--- config.mk ---
export PLATFORM = sky130hd
export DESIGN_NAME = sram4096x20_ctrl
export DESIGN_NICKNAME = d
export VERILOG_FILES = /design/src/rtl/sram_ctrl_pkg.sv /design/src/rtl/sram_ctrl_sync2.sv /design/src/rtl/sram4096x20_ctrl.sv
export SDC_FILE = /design/constraint.sdc
export NUM_CORES = 1
export LEC_CHECK = 0
export BUFFER_PORTS_ARGS = -buffer_cell sky130_fd_sc_hd__buf_2
export CAP_MARGIN = 20
export CORE_MARGIN = 4
export CORE_UTILIZATION = 40
export DETAILED_ROUTE_END_ITERATION = 8
export GPL_ROUTABILITY_DRIVEN = 0
export GPL_TIMING_DRIVEN = 0
export PLACE_DENSITY = 0.73
export SYNTH_ARGS = -nofsm -noshare
export SYNTH_HDL_FRONTEND = slang
export SYNTH_SLANG_ARGS = --single-unit
--- constraint.sdc ---
create_clock -name CLK -period 3.7 [get_ports CLK]
set_input_delay 0.37 -clock CLK [delete_from_list [all_inputs] [get_ports CLK]]
set_output_delay 0.37 -clock CLK [all_outputs]
set_load 0.1 [all_outputs]
--- src/rtl/sram_ctrl_pkg.sv ---
// Shared types and defaults for the 4096x20 SRAM initiator controller.
// Encodings of pwr_mode_t / pwr_state_t match the host-visible pin values.
package sram_ctrl_pkg;

   localparam int AW_DEF      = 12;
   localparam int DW_DEF      = 20;
   localparam int TIMEOUT_DEF = 1023;

   typedef enum logic [1:0] {
      PM_ACTIVE = 2'd0,
      PM_DSLP   = 2'd1,
      PM_SD     = 2'd2,
      PM_RSVD   = 2'd3
   } pwr_mode_t;

   typedef enum logic [1:0] {
      PS_ACTIVE  = 2'd0,
      PS_DSLP    = 2'd1,
      PS_SD      = 2'd2,
      PS_TRANSIT = 2'd3
   } pwr_state_t;

   typedef enum logic [2:0] {
      ST_WAKE   = 3'd0,
      ST_ACTIVE = 3'd1,
      ST_DRAIN  = 3'd2,
      ST_ENTER  = 3'd3,
      ST_LP     = 3'd4,
      ST_ERR    = 3'd5
   } fsm_state_t;

endpackage

--- src/rtl/sram_ctrl_sync2.sv ---
// Two-flop synchronizer for the macro power-chain echoes; resets to 0.
module sram_ctrl_sync2 (
   input  logic clk,
   input  logic rst_n,
   input  logic async_i,
   output logic sync_o
);

   logic meta_q, meta_d;
   logic sync_q, sync_d;

   always_comb begin
      meta_d = async_i;
      sync_d = meta_q;
   end

   always_ff @(posedge clk or negedge rst_n) begin
      if (!rst_n) begin
         meta_q <= 1'b0;
         sync_q <= 1'b0;
      end else begin
         meta_q <= meta_d;
         sync_q <= sync_d;
      end
   end

   assign sync_o = sync_q;

endmodule

--- src/rtl/sram4096x20_ctrl.sv ---
// Initiator-side controller for the 4096x20 single-port SRAM macro:
// registered access pins, 2-cycle read return, DSLP/SD entry/exit sequencing.
module sram4096x20_ctrl
   import sram_ctrl_pkg::*;
#(
   parameter int         AW        = AW_DEF,
   parameter int         DW        = DW_DEF,
   parameter int         TIMEOUT   = TIMEOUT_DEF,
   parameter logic [1:0] RTSEL_VAL = 2'b01,
   parameter logic [1:0] WTSEL_VAL = 2'b01
) (
   input  logic          CLK,
   input  logic          RSTB,
   input  logic          req_valid,
   output logic          req_ready,
   input  logic          req_we,
   input  logic [AW-1:0] req_addr,
   input  logic [DW-1:0] req_wdata,
   input  logic [DW-1:0] req_bmask,
   output logic          rsp_valid,
   output logic [DW-1:0] rsp_rdata,
   input  logic [1:0]    pwr_mode_req,
   output logic [1:0]    pwr_state,
   output logic          pwr_err,
   output logic          SD,
   output logic          DSLP,
   output logic          CEB,
   output logic          WEB,
   output logic [AW-1:0] A,
   output logic [DW-1:0] BWEB,
   output logic [DW-1:0] D,
   input  logic [DW-1:0] Q,
   input  logic          PUDELAY_SD,
   input  logic          PUDELAY_DSLP,
   output logic [1:0]    RTSEL,
   output logic [1:0]    WTSEL
);

   localparam int CW = $clog2(TIMEOUT + 1);

   logic [1:0] pd_raw;
   logic [1:0] pd_sync;
   logic       pd_dslp_s;
   logic       pd_sd_s;

   assign pd_raw = {PUDELAY_SD, PUDELAY_DSLP};

   generate
      for (genvar gi = 0; gi < 2; gi++) begin : g_sync
         sram_ctrl_sync2 u_sync (
            .clk     (CLK),
            .rst_n   (RSTB),
            .async_i (pd_raw[gi]),
            .sync_o  (pd_sync[gi])
         );
      end
   endgenerate

   assign pd_dslp_s = pd_sync[0];
   assign pd_sd_s   = pd_sync[1];

   fsm_state_t    state_q, state_d;
   pwr_mode_t     mode_q, mode_d;
   pwr_mode_t     mode_req;
   logic [CW-1:0] cnt_q, cnt_d;
   logic          sd_q, sd_d;
   logic          dslp_q, dslp_d;
   logic          timed;
   logic          pd_match;

   logic          ceb_q, ceb_d;
   logic          web_q, web_d;
   logic [AW-1:0] a_q, a_d;
   logic [DW-1:0] d_q, d_d;
   logic [DW-1:0] bweb_q, bweb_d;
   logic          rd1_q, rd1_d;
   logic          rd2_q, rd2_d;
   logic          rsp_valid_q, rsp_valid_d;
   logic [DW-1:0] rsp_rdata_q, rsp_rdata_d;
   logic          accept;

   assign mode_req = pwr_mode_t'(pwr_mode_req);
   assign pd_match = (mode_q == PM_SD) ? pd_sd_s : pd_dslp_s;
   assign timed    = (state_q == ST_WAKE) || (state_q == ST_ENTER);

   always_comb begin
      state_d   = state_q;
      mode_d    = mode_q;
      req_ready = 1'b0;
      case (state_q)
         ST_WAKE: begin
            if (!pd_sd_s && !pd_dslp_s)       state_d = ST_ACTIVE;
            else if (cnt_q == CW'(TIMEOUT))   state_d = ST_ERR;
         end
         ST_ACTIVE: begin
            // Target mode is captured here so DRAIN/ENTER see a stable value.
            if (mode_req == PM_DSLP || mode_req == PM_SD) begin
               state_d = ST_DRAIN;
               mode_d  = mode_req;
            end else begin
               req_ready = 1'b1;
            end
         end
         ST_DRAIN: begin
            if (!rd1_q && !rd2_q) state_d = ST_ENTER;
         end
         ST_ENTER: begin
            if (pd_match)                     state_d = ST_LP;
            else if (cnt_q == CW'(TIMEOUT))   state_d = ST_ERR;
         end
         ST_LP: begin
            if (mode_req != mode_q) state_d = ST_WAKE;
         end
         ST_ERR:  state_d = ST_ERR;
         default: state_d = ST_ERR;
      endcase

      if (state_d != state_q || !timed) cnt_d = '0;
      else                              cnt_d = cnt_q + CW'(1);

      // Pins follow the next state so they change on the same edge as the FSM.
      sd_d   = (state_d == ST_ERR) ||
               ((state_d == ST_ENTER || state_d == ST_LP) && mode_d == PM_SD);
      dslp_d = (state_d == ST_ENTER || state_d == ST_LP) && mode_d == PM_DSLP;
   end

   assign accept = req_valid && req_ready;

   always_comb begin
      ceb_d       = !accept;
      web_d       = accept ? !req_we : 1'b1;
      a_d         = accept ? req_addr : a_q;
      d_d         = (accept && req_we) ? req_wdata : d_q;
      bweb_d      = (accept && req_we) ? ~req_bmask : '1;
      rd1_d       = accept && !req_we;
      rd2_d       = rd1_q;
      rsp_valid_d = rd2_q;
      rsp_rdata_d = rd2_q ? Q : rsp_rdata_q;
   end

   always_ff @(posedge CLK or negedge RSTB) begin
      if (!RSTB) begin
         state_q     <= ST_WAKE;
         mode_q      <= PM_ACTIVE;
         cnt_q       <= '0;
         sd_q        <= 1'b0;
         dslp_q      <= 1'b0;
         ceb_q       <= 1'b1;
         web_q       <= 1'b1;
         a_q         <= '0;
         d_q         <= '0;
         bweb_q      <= '1;
         rd1_q       <= 1'b0;
         rd2_q       <= 1'b0;
         rsp_valid_q <= 1'b0;
         rsp_rdata_q <= '0;
      end else begin
         state_q     <= state_d;
         mode_q      <= mode_d;
         cnt_q       <= cnt_d;
         sd_q        <= sd_d;
         dslp_q      <= dslp_d;
         ceb_q       <= ceb_d;
         web_q       <= web_d;
         a_q         <= a_d;
         d_q         <= d_d;
         bweb_q      <= bweb_d;
         rd1_q       <= rd1_d;
         rd2_q       <= rd2_d;
         rsp_valid_q <= rsp_valid_d;
         rsp_rdata_q <= rsp_rdata_d;
      end
   end

   always_comb begin
      case (state_q)
         ST_ACTIVE: pwr_state = PS_ACTIVE;
         ST_LP:     pwr_state = mode_q;
         ST_ERR:    pwr_state = PS_SD;
         default:   pwr_state = PS_TRANSIT;
      endcase
   end

   assign pwr_err   = (state_q == ST_ERR);
   assign SD        = sd_q;
   assign DSLP      = dslp_q;
   assign CEB       = ceb_q;
   assign WEB       = web_q;
   assign A         = a_q;
   assign D         = d_q;
   assign BWEB      = bweb_q;
   assign rsp_valid = rsp_valid_q;
   assign rsp_rdata = rsp_rdata_q;
   assign RTSEL     = RTSEL_VAL;
   assign WTSEL     = WTSEL_VAL;

endmodule

After elaboration in Yosys (flattened, before gate mapping). Cells that the tools add are included. Widths: inputs -> output; s select.

Reductions and logical operators: 20. Muxes and demuxes: 16. Equal/unequal tests: 16. Bitwise gates (word level): 1. Add/subtract/negate cells: 1.

Operators by type and width (count): $mux 20 (1); $not 20->20 (1); $mux 3 (6); $pmux 3 s5 (1); $eq 3x3->1 const B (4); $add 10x1->10 const B (1); $eq 10x10->1 const B (1); $mux 10 (1); $eq 3x2->1 const B (3); $logic_and 1x1->1 (7); $logic_not 1->1 (7); $eq 2x2->1 const B (3); $pmux 2 s3 (1); $logic_or 1x1->1 (5); $eq 2x1->1 const B (2); $mux 1 (4); $mux 2 (2); $eq 3x1->1 const B (1); $logic_not 3->1 (1); $ne 3x3->1 (1); $ne 2x2->1 (1).

Register bits after elaboration: 98. Input bits: 80. Logic and storage cells: 72. Output and inout bits: 85.

Logic depth before layout (Yosys ltp).
Depth after elaboration: 8. Gate-level depth with buffers: 8. Depth with buffers taken out: 6.

By module. Synthesis repeated with hierarchy kept, for this count alone.

Cells, all modules: 333. Area total of the unflattened synthesis: 3905.0 um^2.

Modules (own cells, without submodules): sram4096x20_ctrl (seq. area each 2379.8 um^2, area an instance 3804.9 um^2, cells an instance 329, instances 1); sram_ctrl_sync2 (seq. area each 50.0 um^2, area an instance 50.0 um^2, cells an instance 2, instances 2).

Worst setup path after synthesis. No wires, ideal clock.

Path kind: input to register. Start: in pwr_mode_req[1]. End: reg a_q[10] (netlist: A[10]). Data required time: 3.574 ns. Slack: 0.875 ns. Stages on the path: 5. Library setup time: 0.126 ns. Data arrival time: 2.699 ns. Buffers on the path: 1. Path through: xor2_1 -> nor3b_2 -> nand2_1 -> buf_4 -> mux2_2.

Word-level cells in the longest chain between the ends: 5. Elaborated cells on any way between the ends: 6. Those cells by class: eq/ne (2); mux (2); reduce/logical (2).

Ends and longest elaborated chain: from (decl) (line sram4096x20_ctrl.sv:22) `input logic [1:0] pwr_mode_req,`; $eq 2x1->1 or $eq 2x2->1 (tied branches) (line sram4096x20_ctrl.sv:97) `if (mode_req == PM_DSLP || mode_req == PM_SD) begin`; $logic_or 1x1->1 (*) (line sram4096x20_ctrl.sv:97); $mux 1 (*) (line sram4096x20_ctrl.sv:97); $mux 1 (*) (line sram4096x20_ctrl.sv:90) `case (state_q)`; named net req_ready (line sram4096x20_ctrl.sv:15) `output logic req_ready,`; $logic_and 1x1->1 (*) (line sram4096x20_ctrl.sv:127) `assign accept = req_valid && req_ready;`; to (signal assigned) (line sram4096x20_ctrl.sv:150) `a_q <= '0;`; to (signal assigned) (line sram4096x20_ctrl.sv:165) `a_q <= a_d;`; to (decl) (line sram4096x20_ctrl.sv:73) `logic [AW-1:0] a_q, a_d;`.

Mark *: on every way through the listed nets, which the timed path passes. The rest lies on a longest branch. A chain may end at the register's enable or synchronous reset.

Worst setup path after layout.
Start: reg state_q[0]. End: out req_ready.

Word-level cells in the longest chain between the ends: 2.

Ends and longest elaborated chain: from (decl) (line sram4096x20_ctrl.sv:62) `fsm_state_t state_q, state_d;`; from (signal assigned) (line sram4096x20_ctrl.sv:158) `state_q <= state_d;`; $eq 3x1->1 (line sram4096x20_ctrl.sv:90); $mux 1 (line sram4096x20_ctrl.sv:90); to (decl) (line sram4096x20_ctrl.sv:15).

No other way between the ends.

==> run metrics <==
Layout Cells excl Fill=roughly 640; RSZ-0062 raised after global routing=no; Worst Max-Slew Pin Slew=0.629 ns; fin nets=582; total CTS buffers=9; Mapped Cells=roughly 330; CTS sink cnt=between 90 and 100; Worst Setup Path Type=reg2out; fin. max-slew vios=0; Die Ht=about 110 um; distinct cell type count after synthesis=43; Slew HR=between 50% and 60%; EDFF count, synth=0; DRC=0; Hold-fix buffers, CTS=0; Starting Density=roughly two fifths; FF+latch count, synth=98; htree depth=3; setup tns final=0 ns; Total GRT Usage=between 15 and 20%; Crit path required time=between 3 and 4 ns; Ports=165; ranking of synthesized cells by area=dfrtp_1, dfstp_2, mux2_2, nand2_1, nor3_1; end of the worst register-to-register path=cnt_q[5]; slowest CP cell=buf_2; synth warn=0; Achievable Freq=~470 MHz; vias in the first global route=between 2k and 3k; Setup Fix Bufs, Post-CTS=0; worst path cell trace=nor2b_1 > nor3b_2 > buf_2; clock transition at the registers of the reported paths=roughly 0.10 ns; HPWL Detailed=roughly 6.6 mm; Detail Route Antenna Nets=0; r2r startpoint=cnt_q[0]; area of the multi-input gates=~1300 um^2; Max-Cap Viols=0; DRT iter0 DRCs=around 160; Vias=between 2k and 3k; Reg2Reg Depth=6; share of cells above drive strength 1=between 50% and 60%; dpl cells=between 600 and 700; Remaining Overflow, GRT=0; first-pass GRT wire length=between 10 and 15 mm; Yosys top cell by area=dfrtp_1; Final Skew=around 0.011 ns; Pre-Repair DR Iteration Count=4; CP Capture Type=primary output; die width=roughly 110 um; Area Overhead vs Synth=30.6%; final setup fails=0; post-synth top area share=around 49%; largest net degree at the start of global routing=51; drt total wl=8.72 mm; root buffer cell=clkbuf_8; status=finished clean; CP max stage delay=around 0.48 ns; CP Max Fanout=4; dpl ws=1.73 ns; core area=around 9400 um^2; most common cell in the netlist=nand2_1; Worst EP arrival=roughly 1.8 ns; CTS max path bufs=2; via/cell ratio=between 4 and 5; final worst slack=~1.6 ns; Main synth FF type=dfrtp_1; syn avg cell area=~12 um^2; ANT cells=0; Hold Violations, Final=0; CTS tree=done; worst skew pair latency=between 0.3 and 0.4 ns; synth cell count leaders=nand2_1, dfrtp_1, mux2_2; post-CTS resize count=0; Tmin final=roughly 2.1 ns; IO buf count=between 150 and 200; sequential fraction of the synthesis area=between 60 and 70%; critical path startpoint category=flip-flop; antenna violations before repair=0; Reg2Reg Setup Slack=about 1.7 ns; fin crit share=57.8%; Avg WL per Cell=about 14 um; die area=11,500 um^2; Async SR Flop Fraction=100%; FP Rows=35; hold crit path type=in2async; Synth Cell Area=roughly 3900 um^2; fillers=between 800 and 900; Sequential Area=roughly 2500 um^2
-- worst max-delay path: cells and delay by family (launching register included) --
family                 cells  cell delay, ns
buffers and inverters      1            0.48
DFF                        1            0.38
and+or+nand+nor            2            0.55
-- how the worst max path moves through the flow --
| stage | start | end | slack [ns] | cells past startpoint |
|---|---|---|---|---|
| after floorplan | pwr_mode_req[1] | A[10] | 0.88 | 5 |
| after global placement | RSTB | D[11] | 1.32 | 1 |
| after detailed placement | cnt_q[0] | cnt_q[6] | 1.73 | 6 |
| after CTS | state_q[0] | req_ready | 1.52 | 3 |
| after global routing | state_q[0] | req_ready | 1.41 | 3 |
| final | state_q[0] | req_ready | 1.56 | 3 |
-- per-stage QoR --
| step | utilization (%) | hold slack (ns) | cell area [um^2] |
|---|---|---|---|
| 2_1_floorplan | - | 0.0744 | 3930 |
| 3_3_place_gp | 52.2 | 0.336 | 4890 |
| 3_5_place_dp | 52.5 | 0.343 | 4920 |
| 4_1_cts | 54.6 | 0.0485 | 5120 |
| 5_1_grt | 54.6 | 0.0654 | 5120 |
| 6_report | 54.6 | 0.0157 | 5120 |
-- cell families after synthesis --
kind of cell	synth area share, %
and+or+nand+nor	15.5
DFF	63.2
muxes	9.57
AOI/OAI and AO/OA	5.11
buffers and inverters	3.57
xor gates and xnor gates	2.46
other	0.192
adders and majority gates	0.319
-- cells in the final DEF (no fill, tap or decap), types with 5 or more instances in the layout --
master | Yosys | final
buf_4 | 7 | 8
dfstp_2 | 22 | 22
o21ai_0 | 5 | 5
inv_1 | 5 | 5
clkbuf_8 | 2 | 12
nor2_1 | 10 | 10
mux2_2 | 32 | 32
nand2_1 | 91 | 91
nor3_1 | 11 | 11
xor2_1 | 6 | 6
dfrtp_1 | 76 | 76
xnor2_1 | 5 | 5
buf_2 | 6 | 165
a21oi_1 | 5 | 5
-- routing by layer --
metal	global-route usage [%]	part of all wire [%]
met1	19.4	43
met2	25.4	47
met3	4.70	8.2
met4	4.20	1.4
met5	0	0
-- final cells by class --
class	instances	share of cell area (%)
Sequential cell	98	48.4
Buffer	17	2.30
Tap cell	129	3.15
Multi-Input combinational cell	208	25.6
Inverter	6	0.440
Clock buffer	10	2.69
Clock inverter	6	1.22
Timing Repair Buffer	161	16.2
-- state kept, by name (all words and copies together), names as in the netlist --
signal,count
A,12
BWEB,20
CEB,1
D,20
DSLP,1
SD,1
WEB,1
cnt_q,10
g_sync.u_sync.meta_q,2
g_sync.u_sync.sync_o,2
mode_q,2
rd1_q,1
rd2_q,1
rsp_rdata,20
rsp_valid,1
state_q,3
Power is not shown: default switching activity piles up to over one toggle a cycle in this logic, so the estimate is an artifact.
